**src/rtl/imem_arb_pkg.sv**
```systemverilog
// imem_arbiter shared types: FSM states, requester ids, default widths.
// Imported by the arbiter, its interface and the watchdog.
package imem_arb_pkg;

   localparam int DefAddrW = 20;
   localparam int DefDataW = 20;

   typedef enum logic [1:0] {
      IDLE,
      F_WAIT,
      L_WAIT
   } arbState_e;

   typedef enum logic {
      REQ_F,
      REQ_L
   } reqId_e;

endpackage

```
**src/rtl/imem_arbiter_if.sv**
```systemverilog
// Fetch, loader and memory bundle of imem_arbiter.
// slave = arbiter view, master = fetch/loader/memory view.
interface imem_arbiter_if
   import imem_arb_pkg::*;
#(
   parameter int ADDR_W = DefAddrW,
   parameter int DATA_W = DefDataW
);

   logic              f_req;
   logic [ADDR_W-1:0] f_addr;
   logic              f_kill;
   logic              f_gnt;
   logic              f_rvalid;
   logic [DATA_W-1:0] f_rdata;
   logic              f_stall;

   logic              l_req;
   logic              l_we;
   logic [ADDR_W-1:0] l_addr;
   logic [DATA_W-1:0] l_wdata;
   logic              l_gnt;
   logic              l_done;
   logic [DATA_W-1:0] l_rdata;

   logic              mem_req;
   logic              mem_we;
   logic [ADDR_W-1:0] mem_addr;
   logic [DATA_W-1:0] mem_wdata;
   logic              mem_ready;
   logic [DATA_W-1:0] mem_rdata;

   logic              err;

   modport slave (
      input  f_req, f_addr, f_kill,
      output f_gnt, f_rvalid, f_rdata, f_stall,
      input  l_req, l_we, l_addr, l_wdata,
      output l_gnt, l_done, l_rdata,
      output mem_req, mem_we, mem_addr, mem_wdata,
      input  mem_ready, mem_rdata,
      output err
   );

   modport master (
      output f_req, f_addr, f_kill,
      input  f_gnt, f_rvalid, f_rdata, f_stall,
      output l_req, l_we, l_addr, l_wdata,
      input  l_gnt, l_done, l_rdata,
      input  mem_req, mem_we, mem_addr, mem_wdata,
      output mem_ready, mem_rdata,
      input  err
   );

endinterface

```
**src/rtl/imem_arb_watchdog.sv**
```systemverilog
// Wait-state watchdog: aborts an access after TIMEOUT_CYC cycles
// without mem_ready. Only built with IMEM_ARB_TIMEOUT_EN.
module imem_arb_watchdog #(
   parameter int TIMEOUT_CYC = 255
)(
   input  logic clk,
   input  logic rst,
   input  logic active,
   input  logic ready,
   output logic abort
);

   localparam int CntW = $clog2(TIMEOUT_CYC + 1);
   localparam logic [CntW-1:0] LastCnt = CntW'(TIMEOUT_CYC - 1);

   logic [CntW-1:0] cnt;

   assign abort = active & ~ready & (cnt == LastCnt);

   // count unanswered wait cycles, restart on completion or abort
   always_ff @(posedge clk or negedge rst) begin
      if (!rst) begin
         cnt <= '0;
      end else if (!active || ready || abort) begin
         cnt <= '0;
      end else begin
         cnt <= cnt + 1'b1;
      end
   end

endmodule

```
**src/rtl/imem_arbiter.sv**
```systemverilog
// Instruction memory arbiter: loader-priority with bounded bursts,
// fetch kill on redirect. Optional watchdog: IMEM_ARB_TIMEOUT_EN.
module imem_arbiter
   import imem_arb_pkg::*;
#(
   parameter int ADDR_W      = DefAddrW,
   parameter int DATA_W      = DefDataW,
   parameter int LOAD_BURST  = 4,
   parameter int TIMEOUT_CYC = 255
)(
   input logic           clk,
   input logic           rst,
   imem_arbiter_if.slave bus
);

   localparam int BurstW = $clog2(LOAD_BURST + 1);
   localparam logic [BurstW-1:0] BurstMax = BurstW'(LOAD_BURST);

   arbState_e state, nextState;
   reqId_e    winner;

   logic              pickF, pickL;
   logic              waiting, arbEn, abort;
   logic              fDone, lDone, fDeliver;
   logic              burstFull;
   logic [BurstW-1:0] burstCnt;
   logic              dropQ;

   logic              memReqQ, memWeQ;
   logic [ADDR_W-1:0] memAddrQ;
   logic [DATA_W-1:0] memWdataQ;
   logic              fGntQ, lGntQ, fRvalidQ, lDoneQ, errQ;
   logic [DATA_W-1:0] fRdataQ, lRdataQ;

   assign waiting   = (state != IDLE);
   assign arbEn     = !waiting || bus.mem_ready;
   assign burstFull = (burstCnt == BurstMax);
   assign fDone     = (state == F_WAIT) && bus.mem_ready;
   assign lDone     = (state == L_WAIT) && bus.mem_ready;
   assign fDeliver  = fDone && !dropQ && !bus.f_kill;

`ifdef IMEM_ARB_TIMEOUT_EN
   imem_arb_watchdog #(
      .TIMEOUT_CYC (TIMEOUT_CYC)
   ) uWatchdog (
      .clk    (clk),
      .rst    (rst),
      .active (waiting),
      .ready  (bus.mem_ready),
      .abort  (abort)
   );
`else
   logic unusedTimeout;
   assign unusedTimeout = ^TIMEOUT_CYC;
   assign abort = 1'b0;
`endif

   // state register
   always_ff @(posedge clk or negedge rst) begin
      if (!rst) begin
         state <= IDLE;
      end else begin
         state <= nextState;
      end
   end

   // arbitration and next state
   always_comb begin
      nextState = state;
      pickF     = 1'b0;
      pickL     = 1'b0;
      winner    = REQ_F;
      if (arbEn) begin
         nextState = IDLE;
         if (bus.f_req && (!bus.l_req || burstFull)) begin
            pickF     = 1'b1;
            winner    = REQ_F;
            nextState = F_WAIT;
         end else if (bus.l_req) begin
            pickL     = 1'b1;
            winner    = REQ_L;
            nextState = L_WAIT;
         end
      end else if (abort) begin
         nextState = IDLE;
      end
   end

   // memory command, grant/completion pulses, burst and kill tracking
   always_ff @(posedge clk or negedge rst) begin
      if (!rst) begin
         memReqQ   <= 1'b0;
         memWeQ    <= 1'b0;
         memAddrQ  <= '0;
         memWdataQ <= '0;
         fGntQ     <= 1'b0;
         lGntQ     <= 1'b0;
         fRvalidQ  <= 1'b0;
         lDoneQ    <= 1'b0;
         errQ      <= 1'b0;
         fRdataQ   <= '0;
         lRdataQ   <= '0;
         burstCnt  <= '0;
         dropQ     <= 1'b0;
      end else begin
         memReqQ  <= (nextState != IDLE);
         fGntQ    <= pickF;
         lGntQ    <= pickL;
         fRvalidQ <= fDeliver;
         lDoneQ   <= lDone;
         errQ     <= abort;
         if (pickF || pickL) begin
            memWeQ    <= (winner == REQ_L) && bus.l_we;
            memAddrQ  <= (winner == REQ_L) ? bus.l_addr : bus.f_addr;
            memWdataQ <= (winner == REQ_L) ? bus.l_wdata : '0;
         end
         if (fDeliver) begin
            fRdataQ <= bus.mem_rdata;
         end
         if (lDone) begin
            lRdataQ <= bus.mem_rdata;
         end
         if (pickF) begin
            burstCnt <= '0;
         end else if (pickL) begin
            if (!bus.f_req) begin
               burstCnt <= '0;
            end else if (!burstFull) begin
               burstCnt <= burstCnt + 1'b1;
            end
         end
         if (fDone || abort) begin
            dropQ <= 1'b0;
         end else if ((state == F_WAIT) && bus.f_kill) begin
            dropQ <= 1'b1;
         end
      end
   end

   assign bus.mem_req   = memReqQ;
   assign bus.mem_we    = memWeQ;
   assign bus.mem_addr  = memAddrQ;
   assign bus.mem_wdata = memWdataQ;
   assign bus.f_gnt     = fGntQ;
   assign bus.l_gnt     = lGntQ;
   assign bus.f_rvalid  = fRvalidQ;
   assign bus.l_done    = lDoneQ;
   assign bus.f_rdata   = fRdataQ;
   assign bus.l_rdata   = lRdataQ;
   assign bus.err       = errQ;
   assign bus.f_stall   = bus.f_req & ~fRvalidQ;

endmodule

```
**src/flat_wrapper.sv**
```systemverilog
// flat-port wrapper written by rule: the top's interface ports become plain ports
module imem_arbiter_flat import imem_arb_pkg::*;
#(
   parameter int ADDR_W      = DefAddrW,
   parameter int DATA_W      = DefDataW,
   parameter int LOAD_BURST  = 4,
   parameter int TIMEOUT_CYC = 255
)
  (clk, rst, bus_f_req, bus_f_addr, bus_f_kill, bus_f_gnt, bus_f_rvalid, bus_f_rdata, bus_f_stall, bus_l_req, bus_l_we, bus_l_addr, bus_l_wdata, bus_l_gnt, bus_l_done, bus_l_rdata, bus_mem_req, bus_mem_we, bus_mem_addr, bus_mem_wdata, bus_mem_ready, bus_mem_rdata, bus_err);
  imem_arbiter_if #(.ADDR_W(ADDR_W), .DATA_W(DATA_W)) bus_i ();
  input logic clk;
  input logic rst;
  input wire logic [$bits(bus_i.f_req)-1:0] bus_f_req;
  input wire logic [$bits(bus_i.f_addr)-1:0] bus_f_addr;
  input wire logic [$bits(bus_i.f_kill)-1:0] bus_f_kill;
  output wire logic [$bits(bus_i.f_gnt)-1:0] bus_f_gnt;
  output wire logic [$bits(bus_i.f_rvalid)-1:0] bus_f_rvalid;
  output wire logic [$bits(bus_i.f_rdata)-1:0] bus_f_rdata;
  output wire logic [$bits(bus_i.f_stall)-1:0] bus_f_stall;
  input wire logic [$bits(bus_i.l_req)-1:0] bus_l_req;
  input wire logic [$bits(bus_i.l_we)-1:0] bus_l_we;
  input wire logic [$bits(bus_i.l_addr)-1:0] bus_l_addr;
  input wire logic [$bits(bus_i.l_wdata)-1:0] bus_l_wdata;
  output wire logic [$bits(bus_i.l_gnt)-1:0] bus_l_gnt;
  output wire logic [$bits(bus_i.l_done)-1:0] bus_l_done;
  output wire logic [$bits(bus_i.l_rdata)-1:0] bus_l_rdata;
  output wire logic [$bits(bus_i.mem_req)-1:0] bus_mem_req;
  output wire logic [$bits(bus_i.mem_we)-1:0] bus_mem_we;
  output wire logic [$bits(bus_i.mem_addr)-1:0] bus_mem_addr;
  output wire logic [$bits(bus_i.mem_wdata)-1:0] bus_mem_wdata;
  input wire logic [$bits(bus_i.mem_ready)-1:0] bus_mem_ready;
  input wire logic [$bits(bus_i.mem_rdata)-1:0] bus_mem_rdata;
  output wire logic [$bits(bus_i.err)-1:0] bus_err;
  assign bus_i.f_req = bus_f_req;
  assign bus_i.f_addr = bus_f_addr;
  assign bus_i.f_kill = bus_f_kill;
  assign bus_f_gnt = bus_i.f_gnt;
  assign bus_f_rvalid = bus_i.f_rvalid;
  assign bus_f_rdata = bus_i.f_rdata;
  assign bus_f_stall = bus_i.f_stall;
  assign bus_i.l_req = bus_l_req;
  assign bus_i.l_we = bus_l_we;
  assign bus_i.l_addr = bus_l_addr;
  assign bus_i.l_wdata = bus_l_wdata;
  assign bus_l_gnt = bus_i.l_gnt;
  assign bus_l_done = bus_i.l_done;
  assign bus_l_rdata = bus_i.l_rdata;
  assign bus_mem_req = bus_i.mem_req;
  assign bus_mem_we = bus_i.mem_we;
  assign bus_mem_addr = bus_i.mem_addr;
  assign bus_mem_wdata = bus_i.mem_wdata;
  assign bus_i.mem_ready = bus_mem_ready;
  assign bus_i.mem_rdata = bus_mem_rdata;
  assign bus_err = bus_i.err;
  imem_arbiter #(.ADDR_W(ADDR_W), .DATA_W(DATA_W), .LOAD_BURST(LOAD_BURST), .TIMEOUT_CYC(TIMEOUT_CYC)) u_core (.clk(clk), .rst(rst), .bus(bus_i));
endmodule
```
**config.mk**
```make
export PLATFORM = sky130hd
export DESIGN_NAME = imem_arbiter_flat
export DESIGN_NICKNAME = d
export VERILOG_FILES = /design/src/rtl/imem_arb_pkg.sv /design/src/rtl/imem_arbiter_if.sv /design/src/rtl/imem_arb_watchdog.sv /design/src/rtl/imem_arbiter.sv /design/src/flat_wrapper.sv
export SDC_FILE = /design/constraint.sdc
export NUM_CORES = 1
export LEC_CHECK = 0
export CORE_MARGIN = 2
export CORE_UTILIZATION = 30
export CTS_BUF_LIST = sky130_fd_sc_hd__clkbuf_4 sky130_fd_sc_hd__clkbuf_8 sky130_fd_sc_hd__clkbuf_16
export DETAILED_ROUTE_END_ITERATION = 12
export MAX_ROUTING_LAYER = met4
export PLACE_DENSITY = 0.74
export REMOVE_ABC_BUFFERS = 1
export SLEW_MARGIN = 25
export SYNTH_ARGS = -nofsm -noshare
export SYNTH_HDL_FRONTEND = slang
export SYNTH_SLANG_ARGS = --single-unit
```
**constraint.sdc**
```tcl
create_clock -name clk -period 1.53 [get_ports clk]
set_clock_uncertainty 0.15 [all_clocks]
set_input_delay 0.459 -clock clk [delete_from_list [all_inputs] [get_ports clk]]
set_output_delay 0.459 -clock clk [all_outputs]
set_load 0.02 [all_outputs]
```
==> results of run 1 <==
[through the flow]
step           worst slack, ns  std cells  hold WS (ns)  setup TNS (ns)  utilization
2_1_floorplan           -0.827        253        0.0134          -43.79            -
4_1_cts                -0.0825        651         0.333           -2.89        0.496
3_5_place_dp             -1.04        628         0.128          -46.94        0.491
3_3_place_gp            -0.995        628         0.126          -43.51        0.491
5_1_grt                 -0.141        657         0.362           -6.13        0.509
6_report               -0.0824        657         0.338           -2.27        0.509
[cell families (layout without fill, tap and decap cells)]
| logic type | count (synthesis) | after routing | share of synthesized area |
|---|---|---|---|
| AO/OA/AOI/OAI | 75 | 75 | 0.167 |
| flip-flops | 92 | 92 | 0.612 |
| other | 1 | 1 | 0.000997 |
| AND/OR/NAND/NOR | 34 | 34 | 0.0552 |
| multiplexers | 40 | 40 | 0.120 |
| adder cells (fa/ha/maj) | 2 | 2 | 0.00665 |
| buffers and inverters | 30 | 245 | 0.0376 |
[state kept, by name, indices dropped and copies added (netlist names), 2 cells and up]
register,flops
u_core.bus.l_rdata,20
u_core.bus.f_rdata,20
u_core.bus.mem_wdata,20
u_core.state,2
u_core.burstCnt,3
u_core.bus.mem_addr,20
[power groups by stage]
stage / registers (mW) / clock network (mW) / logic (mW)
floorplan: 3.99 / 0 / 0.711
global placement: 3.30 / 0 / 3.13
detailed placement: 3.34 / 0 / 3.18
CTS: 3.29 / 2.52 / 2.73
global route: 3.36 / 2.63 / 2.98
finish: 3.29 / 2.44 / 2.80
[area by class of cell]
type,instances,area share
Tap cell,168,0.0341
Clock buffer,13,0.0434
Timing Repair Buffer,220,0.298
Inverter,9,0.00609
Clock inverter,3,0.0112
Multi-Input combinational cell,152,0.234
Sequential cell,92,0.373
[worst max-delay path, delay by kind of cell]
kind / cells / cell delay (ns)
AND/OR/NAND/NOR: 1 / 0.06
AO/OA/AOI/OAI: 2 / 0.57
buffers and inverters: 3 / 0.58
[placed cells by master, fill, tap and decap left out, types with 2 or more instances in the layout]
cell              n
bufinv_16         2
mux2_2           40
a22o_1           21
a21oi_1           2
buf_2            80
clkdlybuf4s50_1  82
buf_12            9
clkbuf_8          2
nand2b_1         21
a2bb2oi_2         5
clkbuf_16         9
o22ai_1           3
dlygate4sd2_1     2
buf_4            35
buf_6             9
o32ai_1          12
nor2_1            3
o21ai_0           2
o32ai_2           8
dfrtp_1          92
clkbuf_4          2
inv_1             6
inv_2             2
nand2_1           2
a2bb2oi_1        15
[synth_stat cells, drive strengths merged, types with 2 or more instances]
master   count
nor3b        2
o32ai       20
a2bb2oi     20
mux2        40
ha           2
nand3        2
o21ai        3
nand2        2
a22o        21
dfrtp       92
o22ai        3
nor2         5
buf         13
nand2b      21
a21oi        2
inv          9
clkbuf       8
[final timing paths]
check,from,to,slack (ns),cells past startpoint
max in group asynchronous,rst,u_core.bus.f_rdata[3]$_DFFE_PN0P_,0.45,3
min in group clk,u_core.bus.mem_wdata[11]$_DFFE_PN0P_,u_core.bus.mem_wdata[11]$_DFFE_PN0P_,0.35,1
worst min register to register,u_core.bus.mem_wdata[11]$_DFFE_PN0P_,u_core.bus.mem_wdata[11]$_DFFE_PN0P_,0.35,1
worst max register to register,u_core.burstCnt[0]$_DFFE_PN0P_,u_core.bus.mem_wdata[12]$_DFFE_PN0P_,-0.07,7
worst max-delay path,bus_mem_ready,u_core.bus.mem_wdata[12]$_DFFE_PN0P_,-0.08,6
worst min-delay path,rst,u_core.bus.mem_wdata[16]$_DFFE_PN0P_,0.34,2
[metal layers]
layer	wire length [µm]	global-route usage
met4	102	0.0476
met1	4430	0.195
met2	5360	0.282
met5	0	-
met3	944	0.0533
[repair_timing]
action | in CTS | in global routing
hold buffers | 1 | 0
pin swaps | 31 | 10
cloned | 2 | 0
resized for setup | 379 | 25
buffers inserted | 4 | 6
endpoints found under the hold margin | 23 | 0
endpoints found under the setup margin | 173 | 72
==> run_results.csv, run 1 <==
group,metric,value,unit
outcome,outcome,"finished, violations left",
outcome,violations,"negative setup slack",
floorplan,boundaryPins,175,
floorplan,start_util,0.310,
cells_and_area,antennaDiodeCount,0,
job,cap_violations,0,
global_route,grt_usage,0.168,
cells_and_area,fill_cells,1094,
power,p_sw_frac,0.309,
synth,synth_edf_count,0,
power,p_leak,2.81,nW
synth,ys.flop_type,"dfrtp_1",
power,clkPwrFrac,0.286,
sta,fin_crit_sh,1.05,
cts,cts_made_buffers,9,
sta,period_minus_slack,1.61,ns
power,total_power,8.54,mW
global_route,antenna_found_initial,0,
cts,clock_path_buffers,2,
min_path,hold_path.class,"in2async",
worst_setup_path,worst_setup_path_start_kind,"input port",
worst_setup_path,critPathKind,"in2reg",
worst_setup_path,cp.arrival,1.68,ns
floorplan,die_width,116,µm
placed_design,gp_congestion,0.742,
detailed_routing,vias,3144,
worst_setup_path,crit_path_max_fanout,12,
worst_setup_path,cp.required,1.60,ns
placed_design,port_buffers,173,
synth,synth_largest_area_cell,"dfrtp_1",
synth,yosysWarningCount,0,
power,pwr_density_cell,1380,nW/µm²
placed_design,dp_hpwl,7540,µm
power,p_sw,2.64,mW
detailed_routing,via_per_inst,4.79,
cts,root_buffer,"clkbuf_16",
power,seq_power_share,0.386,
synth,synthTopCellsByArea,"dfrtp_1 (61%), mux2_2 (12%), a22o_1 (4.9%)",
synth,ys_ff_latch,92,
power,vdd_drop_max,645,µV
synth,ys_seq_area_frac,0.612,
cts,cts.reportedPaths.clkPinSlew,0.06,ns
floorplan,die_h,116,µm
cts,clock-sinks,92,
cts,clock_latency,0.33,ns
sta,fin_ws,-0.0824,ns
global_route,grt_pass1_vias,3452,
synth,syn_area_per_cell,13.7,µm²
synth,synth.top_cell.area_share,0.612,
synth,synth_area,3760,µm²
global_route,grt_pass1_wl,17000,µm
power,p_comb_frac,0.328,
sta,clock.fmax,620,MHz
worst_setup_path,crit_path_max_incr_delay,0.36,ns
sta,rsz0062_at_grt,"true",
cts,htree_levels,3,
sta,drv_slew,0,
worst_setup_path,cp-end-kind,"flip-flop",
cells_and_area,nNetsFinal,573,
detailed_routing,ant_nets,0,
synth,async_reset_ff_frac,1.00,
sta,finalHoldViolCount,0,
synth,ys_types,28,
floorplan,core_area,12100,µm²
cells_and_area,syn_to_final_growth,64.0,%
cells_and_area,multiInputGateArea,1440,µm²
cells_and_area,design_area,6170,µm²
cts,cts_tree,"done",
worst_setup_path,cp_slowest_cell,"o21ba_2",
detailed_routing,wl_per_cell,16.5,µm
sta,finalSetupViolCount,60,
global_route,grt-ovfl-total,0,
detailed_routing,drt_iter0_markers,151,
cells_and_area,area.sequential,2300,µm²
cells_and_area,post_route_cells_drive_above_1_share,0.442,
power,p_int,5.90,mW
global_route,grt_max_degree,48,
placed_design,place_area,5950,µm²
detailed_routing,wirelength,10800,µm
synth,synthCells,274,
floorplan,num_rows,40,
worst_setup_path,path_cells,"dlygate4sd2_1 > o21ba_2 > nor3b_4 > buf_6 > buf_12 > a22o_1",
floorplan,dieArea,13400,µm²
detailed_routing,dr.pass1.iters,4,
detailed_routing,drt_drc_violations_left,0,
(Power assumes the default switching activity.)
==> run 2, diff against run 1 <==
- ABC_AREA: default -> 1
- CELL_PAD_IN_SITES_DETAIL_PLACEMENT: default -> 0
- CELL_PAD_IN_SITES_GLOBAL_PLACEMENT: default -> 2
- CORE_UTILIZATION: 30 -> 21
- PLACE_DENSITY: 0.74 -> 0.87
==> run_results.csv, run 2 <==
group,metric,value,unit
global_route,grt_max_degree,50,
sta,finalHoldViolCount,0,
floorplan,core_area,18100,µm²
cts,clock-sinks,92,
power,vdd_drop_max,757,µV
worst_setup_path,r2r_slack,-0.04,ns
cells_and_area,fill_cells,1864,
power,pwr_density_cell,1330,nW/µm²
detailed_routing,via_per_inst,4.13,
floorplan,dieArea,19800,µm²
detailed_routing,vias,3823,
cts,root_buffer,"clkbuf_16",
detailed_routing,wirelength,12800,µm
cts,htree_levels,3,
cts,clock_path_buffers,2,
synth,synth_edf_count,0,
detailed_routing,drt_iter0_markers,128,
synth,synthTopCellsByArea,"dfrtp_1 (59%), nand2_1 (17%), inv_1 (6.5%)",
power,total_power,9.18,mW
synth,async_reset_ff_frac,1.00,
min_path,hold_path.class,"reg2reg",
global_route,grt_pass1_vias,3907,
detailed_routing,wl_per_cell,13.8,µm
detailed_routing,dr.pass1.iters,4,
floorplan,boundaryPins,175,
worst_setup_path,cp_slowest_cell,"dfrtp_1",
placed_design,dp_hpwl,8600,µm
synth,yosysWarningCount,0,
sta,fin_crit_sh,1.02,
synth,syn_area_per_cell,8.46,µm²
global_route,grt_pass1_wl,19800,µm
outcome,outcome,"finished, violations left",
global_route,grt-ovfl-total,0,
cells_and_area,nNetsFinal,780,
worst_setup_path,crit_path_max_fanout,7,
power,p_leak,3.63,nW
cells_and_area,final_cell_mix,"nand2_1 (148), dfrtp_1 (92), clkdlybuf4s50_1 (82)",
floorplan,num_rows,49,
sta,clock.fmax,639,MHz
detailed_routing,drt_drc_violations_left,0,
placed_design,port_buffers,173,
synth,synth_area,3920,µm²
sta,fin_ws,-0.0360,ns
outcome,violations,"negative setup slack",
placed_design,gp_congestion,0.761,
detailed_routing,ant_nets,0,
global_route,grt_usage,0.130,
sta,finalSetupViolCount,25,
cts,cts_tree,"done",
worst_setup_path,worst_setup_path_start_kind,"flip-flop",
floorplan,die_width,141,µm
synth,ys_seq_area_frac,0.588,
worst_setup_path,cp.required,1.65,ns
global_route,antenna_found_initial,1,
synth,synthTopCellsByCount,"nand2_1 (173), dfrtp_1 (92), inv_1 (68)",
floorplan,die_h,141,µm
floorplan,start_util,0.216,
worst_setup_path,cp-end-kind,"flip-flop",
synth,ys_types,20,
synth,yosysMostFrequentCell,"nand2_1",
sta,drv_slew,0,
cts,clock_latency,0.34,ns
job,cap_violations,0,
placed_design,post-place-ws,-0.773,ns
synth,ys.flop_type,"dfrtp_1",
cells_and_area,layout_commonest_cell,"nand2_1",
sta,period_minus_slack,1.57,ns
cts,cts_made_buffers,9,
worst_setup_path,cp.arrival,1.69,ns
worst_setup_path,path_cells,"o21ai_4 > buf_6 > nand3_4 > buf_16 > nand2_4 > nand3_2 > nand2_1",
synth,synth.top_cell.area_share,0.588,
sta,rsz0062_at_grt,"true",
cells_and_area,post_route_cells_drive_above_1_share,0.323,
synth,synth_largest_area_cell,"dfrtp_1",
cts,cts.reportedPaths.clkPinSlew,0.07,ns
cells_and_area,syn_to_final_growth,76.3,%
worst_setup_path,crit_path_max_incr_delay,0.42,ns
synth,synthCells,463,
worst_setup_path,critPathKind,"reg2reg",
synth,ys_ff_latch,92,
[run 2: area by class of cell]
| type | instances | area [µm²] | area share |
|---|---|---|---|
| Multi-Input combinational cell | 276 | 1480 | 0.214 |
| Inverter | 70 | 268 | 0.0388 |
| Clock inverter | 5 | 36.3 | 0.00526 |
| Clock buffer | 11 | 246 | 0.0357 |
| Timing Repair Buffer | 242 | 2280 | 0.330 |
| Antenna cell | 1 | 2.50 | 0.000363 |
| Tap cell | 229 | 287 | 0.0415 |
| Sequential cell | 92 | 2300 | 0.334 |
[run 2: what timing repair did]
action	4_1_cts	5_1_grt
pin swaps	8	16
gates cloned	3	1
gates resized for setup	403	117
endpoints found under the setup margin	155	99
endpoints found under the hold margin	92	0
setup buffers	6	18
hold buffers	1	0
[run 2: worst paths after layout]
path | endpoint | start | cells past startpoint
setup reg to reg | u_core.bus.mem_addr[7]$_DFFE_PN0P_ | u_core.state[1]$_DFF_PN0_ | 7
setup / recovery | u_core.bus.mem_addr[7]$_DFFE_PN0P_ | u_core.state[1]$_DFF_PN0_ | 7
hold reg to reg | u_core.bus.mem_wdata[13]$_DFFE_PN0P_ | u_core.bus.mem_wdata[13]$_DFFE_PN0P_ | 2
hold / removal | u_core.bus.mem_wdata[13]$_DFFE_PN0P_ | u_core.bus.mem_wdata[13]$_DFFE_PN0P_ | 2
min in group asynchronous | u_core.bus.l_rdata[14]$_DFFE_PN0P_ | rst | 3
max in group asynchronous | u_core.burstCnt[0]$_DFFE_PN0P_ | rst | 3
[run 2: cell families (layout without fill, tap and decap cells)]
logic type | Yosys count | after routing | share of synthesized area
fa+ha+maj | 2 | 2 | 0.00639
xor+xnor | 1 | 1 | 0.00224
buf+inv | 95 | 328 | 0.0988
other cells | 1 | 2 | 0.000958
flops | 92 | 92 | 0.588
compound gates | 46 | 46 | 0.0633
simple gates | 226 | 226 | 0.240
[run 2: worst max-delay path, delay by kind of cell (launching register included)]
family,cells,cell delay [ns]
buffers and inverters,2,0.36
AND/OR/NAND/NOR,4,0.35
AO/OA/AOI/OAI,1,0.23
flip-flops,1,0.42
[run 2: routing by layer]
layer	track usage	vias to the layer above	wire length [µm]	share of wire
met1	0.164	1779	5720	0.45
li1	-	1887	-	-
met4	0.0374	0	174	0.014
met3	0.0472	14	1110	0.087
met2	0.198	143	5780	0.45
met5	-	-	0	0
[run 2: stage by stage]
step	area [µm²]	instances	hold slack, ns	utilization	setup TNS [ns]
floorplan	3790	438	0.0134	-	-27.70
global placement	6220	881	0.312	0.343	-33.64
detailed placement	6220	881	0.314	0.343	-37.05
CTS	6400	907	0.328	0.352	-0.398
global route	6900	926	0.342	0.380	-4.06
finish	6900	926	0.323	0.380	-0.323
[run 2: power by group]
| group | internal [mW] | switching (mW) |
|---|---|---|
| sequential | 3.04 | 0.408 |
| clock | 1.17 | 0.944 |
| combinational | 1.77 | 1.85 |
==> run 3, diff against run 2 <==
- CTS_CLUSTER_SIZE: default -> 16
- MAX_ROUTING_LAYER: met4 -> default
- SKIP_LAST_GASP: default -> 1
==> run_results.csv, run 3 (synthesis results as in run 2) <==
group,metric,value,unit
cts,cts.reportedPaths.clkPinSlew,0.07,ns
sta,drv_slew,0,
worst_setup_path,cp-end-kind,"flip-flop",
cells_and_area,syn_to_final_growth,76.4,%
detailed_routing,dr.pass1.iters,5,
cells_and_area,design_area,6910,µm²
power,p_int,5.98,mW
sta,period_minus_slack,1.56,ns
worst_setup_path,cp_slowest_cell,"dfrtp_1",
detailed_routing,via_per_inst,4.14,
min_path,hold_path.class,"reg2reg",
detailed_routing,drt_drc_violations_left,0,
detailed_routing,wirelength,12800,µm
global_route,grt_pass1_vias,3914,
floorplan,die_h,141,µm
global_route,grt-ovfl-total,0,
power,vdd_drop_max,756,µV
worst_setup_path,cp.required,1.65,ns
floorplan,dieArea,19800,µm²
sta,clock.fmax,640,MHz
sta,finalHoldViolCount,0,
global_route,grt_max_degree,50,
power,p_comb_frac,0.394,
detailed_routing,ant_nets,0,
cells_and_area,layout_commonest_cell,"nand2_1",
worst_setup_path,crit_path_max_fanout,7,
power,p_sw,3.20,mW
sta,finalSetupViolCount,25,
worst_setup_path,critPathKind,"reg2reg",
cts,htree_levels,3,
placed_design,gp_congestion,0.751,
cts,clock_path_buffers,2,
worst_setup_path,crit_path_max_incr_delay,0.42,ns
sta,fin_ws,-0.0324,ns
power,p_leak,3.64,nW
cts,root_buffer,"clkbuf_16",
worst_setup_path,path_cells,"o21ai_4 > buf_6 > nand3_4 > buf_16 > nand2_4 > nand3_2 > nand2_1",
floorplan,boundaryPins,175,
outcome,outcome,"finished, violations left",
worst_setup_path,r2r_slack,-0.03,ns
cells_and_area,final_cell_mix,"nand2_1 (149), dfrtp_1 (92), clkdlybuf4s50_1 (82)",
global_route,grt_usage,0.126,
power,seq_power_share,0.376,
detailed_routing,wl_per_cell,13.9,µm
worst_setup_path,cp.arrival,1.69,ns
floorplan,die_width,141,µm
sta,rsz0062_at_grt,"true",
worst_setup_path,worst_setup_path_start_kind,"flip-flop",
detailed_routing,vias,3833,
cts,clock-sinks,92,
sta,whs,0.323,ns
cts,clock_latency,0.34,ns
floorplan,start_util,0.216,
placed_design,place_area,6220,µm²
power,p_sw_frac,0.349,
cts,cts_made_buffers,9,
cells_and_area,post_route_cells_drive_above_1_share,0.322,
placed_design,dp_hpwl,8600,µm
outcome,violations,"negative setup slack",
global_route,grt_pass1_wl,19900,µm
floorplan,num_rows,49,
sta,fin_crit_sh,1.02,
cells_and_area,nNetsFinal,780,
detailed_routing,drt_iter0_markers,130,
cts,cts_tree,"done",
power,pwr_density_cell,1330,nW/µm²
job,cap_violations,0,
floorplan,core_area,18100,µm²
global_route,antenna_found_initial,1,
placed_design,port_buffers,173,
power,clkPwrFrac,0.230,
-- run 3: cell count changes in the layout (fill, tap and decap cells not counted) --
| cell | delta |
|---|---|
| nand2_1 | +1 |
| buf_16 | -2 |
| bufbuf_16 | +1 |
| nand2_2 | -3 |
| o21ai_1 | -2 |
| o21ai_0 | +2 |
| nand2_4 | +2 |
| buf_12 | +1 |
-- run 3: timing repair --
| item | in CTS | in global routing |
|---|---|---|
| pin swaps | 7 | 19 |
| hold endpoints to repair | 92 | 0 |
| resized for setup | 399 | 119 |
| cloned | 3 | 1 |
| setup buffers | 6 | 19 |
| setup endpoints to repair | 155 | 99 |
| hold buffers | 1 | 0 |
-- run 3: critical path, delay by kind of cell (launching register included) --
family                 cells  cell delay (ns)
and+or+nand+nor            4             0.35
buffers and inverters      2             0.36
DFF                        1             0.42
AOI/OAI and AO/OA          1             0.22
-- run 3: power groups by stage --
| stage | Clock (mW) | Sequential, mW | Combinational [mW] |
|---|---|---|---|
| 6_report | 2.11 | 3.45 | 3.62 |
| 5_1_grt | 2.32 | 3.52 | 3.93 |
| 4_1_cts | 2.23 | 3.39 | 3.09 |
| 3_5_place_dp | 0 | 3.43 | 3.45 |
| 3_3_place_gp | 0 | 3.40 | 3.41 |
| 2_1_floorplan | 0 | 4.13 | 0.662 |
-- run 3: area by class of cell --
cell class / instances / area [µm²]
clock buffer: 11 / 246
tap: 229 / 287
antenna: 1 / 2.50
timing repair buffer: 242 / 2280
multi-input combinational: 276 / 1490
inverter: 70 / 268
sequential: 92 / 2300
fill: 1855 / 11200
clock inverter: 5 / 36.3
-- run 3: per-stage QoR --
step                      utilization  std cells  setup slack, ns  TNS (ns)  total power, mW
after detailed placement        0.343        881           -0.773    -37.05             6.87
after global routing            0.381        926           -0.116     -4.12             9.77
after CTS                       0.352        907          -0.0673    -0.427             8.72
after global placement          0.343        881           -0.776    -33.64             6.82
final                           0.381        926          -0.0324    -0.253             9.18
after floorplan                     -        438           -0.601    -27.70             4.79
-- run 3: path summary, 6_finish.rpt --
path	startpoint	to	depth (start not counted)
setup reg to reg	u_core.state[1]$_DFF_PN0_	u_core.bus.mem_addr[7]$_DFFE_PN0P_	7
hold / removal	u_core.bus.mem_wdata[13]$_DFFE_PN0P_	u_core.bus.mem_wdata[13]$_DFFE_PN0P_	2
setup / recovery	u_core.state[1]$_DFF_PN0_	u_core.bus.mem_addr[7]$_DFFE_PN0P_	7
min in group asynchronous	rst	u_core.bus.l_rdata[14]$_DFFE_PN0P_	3
max in group asynchronous	rst	u_core.burstCnt[1]$_DFFE_PN0P_	3
hold reg to reg	u_core.bus.mem_wdata[13]$_DFFE_PN0P_	u_core.bus.mem_wdata[13]$_DFFE_PN0P_	2
-- run 3: metal layers --
metal / wire [µm] / vias to the layer above / part of all wire / global-route usage
met2: 5830 / 163 / 0.45 / 0.198
met3: 1300 / 15 / 0.10 / 0.0540
met5: 0 / - / 0 / 0
met1: 5530 / 1764 / 0.43 / 0.160
met4: 186 / 0 / 0.014 / 0.0374
li1: - / 1891 / - / -
